**src/rtl/seq_mult_pkg.sv**
```systemverilog
// rtl/seq_mult_pkg.sv - shared state type and parameter limits for seq_multiplier_n
package seq_mult_pkg;

   typedef enum logic {
      IDLE = 1'b0,
      RUN  = 1'b1
   } state_t;

   localparam int MIN_N = 2;
   localparam int MAX_N = 32;

   function automatic bit n_is_legal(input int n);
      return (n >= MIN_N) && (n <= MAX_N);
   endfunction

endpackage

```
**src/rtl/seq_multiplier_n_addsub.sv**
```systemverilog
// rtl/seq_multiplier_n_addsub.sv - N+1-bit adder/subtractor (addsub_n); SIGNED_MULT_EN adds sign extension and subtract
module addsub_n #(
   parameter int N = 4
) (
   input  logic [N-1:0] i_a,
   input  logic [N-1:0] i_m,
   input  logic         i_sub,
   output logic [N-1:0] o_sum,
   output logic         o_cout
);

   logic [N:0] w_a_ext;
   logic [N:0] w_m_ext;
   logic [N:0] w_res;

`ifdef SIGNED_MULT_EN
   // Bit N is the true sign of the sum and becomes the arithmetic-shift fill.
   assign w_a_ext = {i_a[N-1], i_a};
   assign w_m_ext = {i_m[N-1], i_m};
   assign w_res   = i_sub ? (w_a_ext - w_m_ext) : (w_a_ext + w_m_ext);
`else
   logic w_unused_sub;
   assign w_unused_sub = i_sub;
   assign w_a_ext      = {1'b0, i_a};
   assign w_m_ext      = {1'b0, i_m};
   assign w_res        = w_a_ext + w_m_ext;
`endif

   assign o_sum  = w_res[N-1:0];
   assign o_cout = w_res[N];

endmodule

```
**src/rtl/seq_multiplier_n.sv**
```systemverilog
// rtl/seq_multiplier_n.sv - N-bit sequential shift-add multiplier with ready/busy/done handshake
// Optional two's-complement operation under macro SIGNED_MULT_EN.
module seq_multiplier_n #(
   parameter int N = 4
) (
   input  logic           clock,
   input  logic           reset,
   input  logic           start,
   input  logic [N-1:0]   M,
   input  logic [N-1:0]   Q,
   output logic           ready,
   output logic           busy,
   output logic           done,
   output logic [2*N-1:0] AQ
);

   import seq_mult_pkg::*;

   localparam int CW = $clog2(N + 1);

   if (!n_is_legal(N)) begin : g_bad_n
      $error("seq_multiplier_n: N must be within 2..32");
   end

   state_t        r_state;
   state_t        w_state_nxt;
   logic [N-1:0]  r_mreg;
   logic [N-1:0]  r_a;
   logic [N-1:0]  r_q;
   logic [CW-1:0] r_count;
   logic          r_done;

   logic          w_load;
   logic          w_step;
   logic          w_last;
   logic          w_sub;
   logic [N-1:0]  w_addend;
   logic [N-1:0]  w_sum;
   logic          w_c;

   always_ff @(posedge clock or posedge reset) begin
      if (reset) begin
         r_state <= IDLE;
      end else begin
         r_state <= w_state_nxt;
      end
   end

   always_comb begin
      w_state_nxt = r_state;
      w_load      = 1'b0;
      w_step      = 1'b0;
      w_last      = 1'b0;
      case (r_state)
         IDLE: begin
            if (start) begin
               w_load      = 1'b1;
               w_state_nxt = RUN;
            end
         end
         RUN: begin
            w_step = 1'b1;
            if (r_count == CW'(1)) begin
               w_last      = 1'b1;
               w_state_nxt = IDLE;
            end
         end
         default: w_state_nxt = IDLE;
      endcase
   end

   // A zero addend when Q0=0 makes {C,A} simply the (sign-)extended A.
   assign w_addend = r_q[0] ? r_mreg : '0;

`ifdef SIGNED_MULT_EN
   assign w_sub = w_last & r_q[0];
`else
   assign w_sub = 1'b0;
`endif

   addsub_n #(
      .N (N)
   ) u_addsub (
      .i_a    (r_a),
      .i_m    (w_addend),
      .i_sub  (w_sub),
      .o_sum  (w_sum),
      .o_cout (w_c)
   );

   always_ff @(posedge clock or posedge reset) begin
      if (reset) begin
         r_mreg  <= '0;
         r_a     <= '0;
         r_q     <= '0;
         r_count <= '0;
         r_done  <= 1'b0;
      end else begin
         r_done <= w_last;
         if (w_load) begin
            r_mreg  <= M;
            r_a     <= '0;
            r_q     <= Q;
            r_count <= CW'(N);
         end else if (w_step) begin
            // {C,A,Q} >> 1 with C entering the MSB; C is consumed and implicitly cleared.
            r_a     <= {w_c, w_sum[N-1:1]};
            r_q     <= {w_sum[0], r_q[N-1:1]};
            r_count <= r_count - CW'(1);
         end
      end
   end

   assign ready = (r_state == IDLE);
   assign busy  = (r_state == RUN);
   assign done  = r_done;
   assign AQ    = {r_a, r_q};

endmodule

```
**config.mk**
```make
export PLATFORM = sky130hd
export DESIGN_NAME = seq_multiplier_n
export DESIGN_NICKNAME = d
export VERILOG_FILES = /design/src/rtl/seq_mult_pkg.sv /design/src/rtl/seq_multiplier_n_addsub.sv /design/src/rtl/seq_multiplier_n.sv
export SDC_FILE = /design/constraint.sdc
export NUM_CORES = 1
export LEC_CHECK = 0
export ABC_CLOCK_PERIOD_IN_PS = 2400
export CELL_PAD_IN_SITES_DETAIL_PLACEMENT = 0
export CELL_PAD_IN_SITES_GLOBAL_PLACEMENT = 1
export CORE_AREA = 2 2 54 56
export DETAILED_ROUTE_END_ITERATION = 10
export DIE_AREA = 0 0 56 58
export PLACE_DENSITY_LB_ADDON = 0.1
export RECOVER_POWER = 100
export SETUP_SLACK_MARGIN = 0.15
export SLEW_MARGIN = 15
export SYNTH_ARGS = -nofsm -noshare
export SYNTH_HDL_FRONTEND = slang
export SYNTH_SLANG_ARGS = --single-unit
```
**constraint.sdc**
```tcl
create_clock -name clock -period 2.4 [get_ports clock]
set_clock_uncertainty 0.05 [all_clocks]
set_input_delay 0.48 -clock clock [delete_from_list [all_inputs] [get_ports clock]]
set_output_delay 0.48 -clock clock [all_outputs]
set_load 0.01 [all_outputs]
```
==> out/metrics.cfg, run 1 <==
[status]
status = completed

[global_routing]
antenna_found_initial = 0
gr-total-overflow = 0
grt_pass1_wl_mm = 3.04
gr-usage-all-layers = 0.124
grt_max_degree = 18
first_global_vias = 693

[floorplanning]
num_rows = 19
die_h_um = 58
ioPinCount = 22
core-area_mm2 = 0.00266
start_util = 0.340
die_w_um = 56
dieArea_mm2 = 0.00325

[sta]
slew_violations = 0
slew_headroom = 0.564
setup_viol_count_final = 0
fmaxAchievable_ghz = 0.492
min_period_over_period = 0.847
final_period_minus_worst_setup_slack_ns = 2.03
hold_viol = 0
setup_tns_ns = 0
setup_slack_ns = 0.368
worstMarginPinSlew_ns = 0.654
rsz0062_at_grt = no

[synth]
synth_most_common_cell = dfrtp_1
synth_area_um2 = 905
async_flop_share = 1.00
synth_edf_count = 0
synth_top_area_share = 0.470
avgSynthCellArea_um2 = 10.8
synth-main-ff-cell = dfrtp_1
ys_top_cells_by_area = dfrtp_1 (47%), ha_1 (8.3%), mux2_2 (5.0%)
postSynthCellCount = 84
ys_ff_latch = 17
ys_warn_count = 0
yosysTopAreaCell = dfrtp_1
synthesis.nets = 102
synth_common_cells = dfrtp_1 (17), nand2_1 (8), o21ai_0 (8)
ys_seq_area_frac = 0.470
synthDistinctLibCells = 29

[route]
ant_nets = 0
initialDrtViolationCount = 8
via_per_inst = 4.97
vias = 691
wirelength_mm = 1.74
first_pass_iters = 3
route.detailed.drc = 0
wl_per_cell_um = 12.5

[power]
p_int_w = 0.000873
power_frac_comb = 0.502
p_clk_frac = 0.110
power_density_mw_per_mm2 = 1220
p_sw_w = 0.000537
power_frac_seq = 0.388
swShare = 0.381
ir_drop_v = 0.000537
leakage_nw = 0.536

[hold_path]
holdCritPathClass = reg2reg
holdCritStartpoint = r_count[2]$_DFFE_PP0P_
hold_depth = 1
hold_path_end = done$_DFF_PP0_

[worst_setup_path]
reg2reg_to = r_a[3]$_DFFE_PP0P_
crit_type = reg2out
path_delay_family = buffers and inverters
critPathMaxStageDelay_ns = 0.61
crit_start = busy$_DFF_PP0_
cp.buffers_inverters = 2
reg2reg_slack_ns = 0.66
end_kind = output pin
cp_data_arrival_time_ns = 1.50
startpoint_type = flip-flop
worstPathRequired_ns = 1.87
slowest_stage = dlygate4sd3_1
r2r_cells = 7
crit_path_cell_trace = inv_4, dlygate4sd3_1
crit_fanout = 7
r2r_start = r_q[0]$_DFFE_PP0P_

[placement]
dp_slack_ns = 0.643
dp_hpwl_mm = 1.34
place_inst = 135
placed_cell_area_mm2 = 0.00114
io_buffer_count = 21
gp_congestion = 0.678

[run]
drv_cap = 0

[final_layout]
num_antenna_cells = 0
final_util = 0.436
fill_cells = 288
stdcell_count = 139
syn2layout_area_growth_pct = 28.2
postLayoutCellArea_mm2 = 0.00116
final_layout_size_suffix_gt1_frac = 0.0926
nets = 127

[clocking]
cts_buffers = 3
post_cts_buffers = 0
cts.path.max_buffers = 2
clkLatencyLatePin_ns = 0.29
ctsResizeCount = 0
root_buffer = clkbuf_4
cts_sinks = 17
clkTransAtPathRegs_ns = 0.10
cts_tree = done
cts_hold_buf = 0
htree_num_levels = 1

## power groups by stage
stage / sequential, W / clock [W] / combinational [W]
floorplan: 0.000565 / 0 / 0.000465
global placement: 0.000556 / 0 / 0.000748
detailed placement: 0.000559 / 0 / 0.000760
CTS: 0.000555 / 0.000163 / 0.000767
global route: 0.000573 / 0.000180 / 0.000811
finish: 0.000547 / 0.000155 / 0.000708
## placed cells by master, fill, tap and decap left out, drive strengths merged, types with 2 or more instances in the layout
cell / Yosys / routed
clkbuf: 0 / 5
a21oi: 3 / 3
nor2: 4 / 4
dlygate4sd3: 0 / 13
xnor2: 2 / 2
inv: 9 / 9
clkdlybuf4s50: 0 / 8
nand2: 8 / 8
mux2i: 4 / 4
and2: 3 / 3
dfrtp: 17 / 17
o21ai: 8 / 8
nand3: 2 / 2
ha: 6 / 6
mux2: 4 / 4
## sequential cells by signal (all words and copies together) (netlist names)
signal / count
done: 1
r_count: 3
r_a: 4
busy: 1
r_q: 4
r_mreg: 4
## stage by stage
stage	power, W	hold slack (ns)
3_5_place_dp	0.00132	0.435
5_1_grt	0.00156	0.490
4_1_cts	0.00149	0.454
2_1_floorplan	0.00103	0.356
6_report	0.00141	0.449
3_3_place_gp	0.00130	0.433
## layer usage
layer / GRT usage / up-vias / routed length, um
met2: 0.202 / 15 / 857
met1: 0.154 / 336 / 786
met3: 0.0335 / 2 / 71
met5: 0 / - / 0
li1: - / 338 / -
met4: 0.0612 / 0 / 23
## cells by family (layout without fill, tap and decap cells)
logic type | after synthesis | count (layout) | synth area share
and+or+nand+nor | 23 | 23 | 0.144
DFF | 17 | 17 | 0.470
AOI/OAI and AO/OA | 15 | 15 | 0.101
buffers and inverters | 12 | 36 | 0.0664
muxes | 8 | 8 | 0.0941
adders and majority gates | 7 | 7 | 0.105
xor gates and xnor gates | 2 | 2 | 0.0194
## worst max-delay path by stage
stage / slack (ns) / cells after the start / to
after floorplan: 0.79 / 5 / r_a[2]$_DFFE_PP0P_
after global placement: 0.66 / 4 / r_mreg[0]$_DFFE_PP0P_
after detailed placement: 0.64 / 4 / r_mreg[0]$_DFFE_PP0P_
after CTS: 0.40 / 2 / ready
after global routing: 0.28 / 2 / ready
final: 0.37 / 2 / ready
## area by class of cell
class / count / area, um2 / share of cell area
multi-input combinational: 55 / 412 / 0.355
sequential: 17 / 425 / 0.367
clock buffer: 4 / 26.3 / 0.0227
inverter: 9 / 36.3 / 0.0313
timing repair buffer: 23 / 221 / 0.191
tap: 31 / 38.8 / 0.0334
Note: power is estimated with default switching activity, not from simulation.
==> inputs of run 2 (changes only) <==
--- a/config.mk
+++ b/config.mk
@@ -5,12 +5,12 @@
 export SDC_FILE = /design/constraint.sdc
 export NUM_CORES = 1
 export LEC_CHECK = 0
-export ABC_CLOCK_PERIOD_IN_PS = 2400
+export ABC_CLOCK_PERIOD_IN_PS = 1800
 export CELL_PAD_IN_SITES_DETAIL_PLACEMENT = 0
 export CELL_PAD_IN_SITES_GLOBAL_PLACEMENT = 1
-export CORE_AREA = 2 2 54 56
+export CORE_AREA = 2 2 78 43
 export DETAILED_ROUTE_END_ITERATION = 10
-export DIE_AREA = 0 0 56 58
+export DIE_AREA = 0 0 80 45
 export PLACE_DENSITY_LB_ADDON = 0.1
 export RECOVER_POWER = 100
 export SETUP_SLACK_MARGIN = 0.15
==> constraint.sdc (replaced) <==
create_clock -name clock -period 1.8 [get_ports clock]
set_clock_uncertainty 0.05 [all_clocks]
set_input_delay 0.36 -clock clock [delete_from_list [all_inputs] [get_ports clock]]
set_output_delay 0.36 -clock clock [all_outputs]
set_load 0.01 [all_outputs]
==> run 2 against run 1 <==
  * First-iteration DRC count grew 140%
  * Combinational power grew 48%
  * Register-to-register slack lost 0.47 ns
  * Sequential share of layout area shrank 2.3 points
  * Critical path type unchanged
  * Largest cell class is now multi-input gates
==> out/metrics.cfg, run 2 (synthesis gave the netlist of run 1 again) <==
[status]
status = completed

[clocking]
cts_tree = done
root_buffer = clkbuf_8
cts_buffers = 3
post_cts_buffers = 0
clkTransAtPathRegs_ns = 0.07
clkLatencyLatePin_ns = 0.25
cts_sinks = 17
htree_num_levels = 1
cts.path.max_buffers = 2

[route]
initialDrtViolationCount = 19
via_per_inst = 4.48
wirelength_mm = 1.96
first_pass_iters = 3
ant_nets = 0
vias = 667
wl_per_cell_um = 13.1
route.detailed.drc = 0

[placement]
placed_cell_area_mm2 = 0.00116
gp_congestion = 0.753
dp_hpwl_mm = 1.47
dp_slack_ns = 0.107
io_buffer_count = 21

[floorplanning]
ioPinCount = 22
die_w_um = 80
dieArea_mm2 = 0.00360
core-area_mm2 = 0.00287
num_rows = 14
start_util = 0.315
die_h_um = 45

[worst_setup_path]
slowest_stage = dlygate4sd3_1
critPathMaxStageDelay_ns = 0.61
crit_path_cell_trace = dlygate4sd3_1
crit_type = reg2out
reg2reg_to = r_a[2]$_DFFE_PP0P_
cp.buffers_inverters = 1
startpoint_type = flip-flop
reg2reg_slack_ns = 0.19
end_kind = output pin
worstPathRequired_ns = 1.39
cp_data_arrival_time_ns = 1.30
r2r_cells = 5
crit_fanout = 3
path_delay_family = buffers and inverters
r2r_start = r_q[0]$_DFFE_PP0P_

[hold_path]
hold_path_end = done$_DFF_PP0_
holdCritStartpoint = r_count[2]$_DFFE_PP0P_
holdCritPathClass = reg2reg
hold_depth = 1

[final_layout]
syn2layout_area_growth_pct = 37.5
nets = 128
final_layout_size_suffix_gt1_frac = 0.193
final_util = 0.433
final_cell_mix = dfrtp_1 (15), clkdlybuf4s50_1 (10), nand2_1 (8), o21ai_0 (7), dlygate4sd3_1 (7)
final_common_cell = dfrtp_1
num_antenna_cells = 0
postLayoutCellArea_mm2 = 0.00124
largestRegisters = r_a: 4 flops, r_mreg: 4 flops, r_q: 4 flops

[sta]
slew_violations = 0
rsz0062_at_grt = yes
setup_tns_ns = 0
min_period_over_period = 0.949
setup_viol_count_final = 0
fmaxAchievable_ghz = 0.585
setup_slack_ns = 0.0914
hold_viol = 0
worstMarginPinSlew_ns = 0.985
slew_headroom = 0.343
final_period_minus_worst_setup_slack_ns = 1.71

[global_routing]
first_global_vias = 706
grt_max_degree = 22
gr-usage-all-layers = 0.130
antenna_found_initial = 0
gr-total-overflow = 0
grt_pass1_wl_mm = 3.37

[run]
drv_cap = 0

[power]
power_density_mw_per_mm2 = 1680
ir_drop_v = 0.000739
leakage_nw = 0.563

[run 2: worst max path at each step]
stage	to	depth (start not counted)	from	slack [ns]
final	AQ[7]	1	r_a[3]$_DFFE_PP0P_	0.09
after global routing	AQ[7]	1	r_a[3]$_DFFE_PP0P_	0.06
after CTS	AQ[7]	1	r_a[3]$_DFFE_PP0P_	0.14
after detailed placement	r_a[2]$_DFFE_PP0P_	5	r_q[0]$_DFFE_PP0P_	0.11
after global placement	r_a[2]$_DFFE_PP0P_	5	r_q[0]$_DFFE_PP0P_	0.14
after floorplan	r_a[2]$_DFFE_PP0P_	5	r_q[0]$_DFFE_PP0P_	0.19
[run 2: cell type report]
type                            count  area, um2
Fill cell                         277       1630
Multi-Input combinational cell     55        459
Sequential cell                    17        428
Timing Repair Buffer               24        225
Tap cell                           40       50.0
Clock buffer                        4       45.0
Inverter                            9       36.3
[run 2: repair_timing]
item | CTS | global route
pin swaps | 1 | 3
hold buffers | 0 | 0
setup endpoints to repair | 6 | 7
gates resized for setup | 5 | 12
[run 2: through the flow]
stage	total power [W]	hold slack [ns]	std cells
after global routing	0.00230	0.486	149
after floorplan	0.00137	0.236	84
after CTS	0.00210	0.373	149
final	0.00209	0.438	149
after global placement	0.00178	0.432	145
after detailed placement	0.00178	0.430	145
[run 2: metal layers]
layer	vias to the layer above	global-route usage	part of all wire
li1	337	-	-
met1	313	0.179	0.53
met2	15	0.197	0.41
met3	2	0.0420	0.046
met4	0	0.0407	0.0097
met5	-	0	0
[run 2: where the power goes]
group	leakage, nW	internal (W)	switching (W)
logic	0.338	0.000567	0.000487
registers	0.203	0.000583	0.000165
clock network	0.0228	0.000157	0.000126
total	0.563	0.00131	0.000778
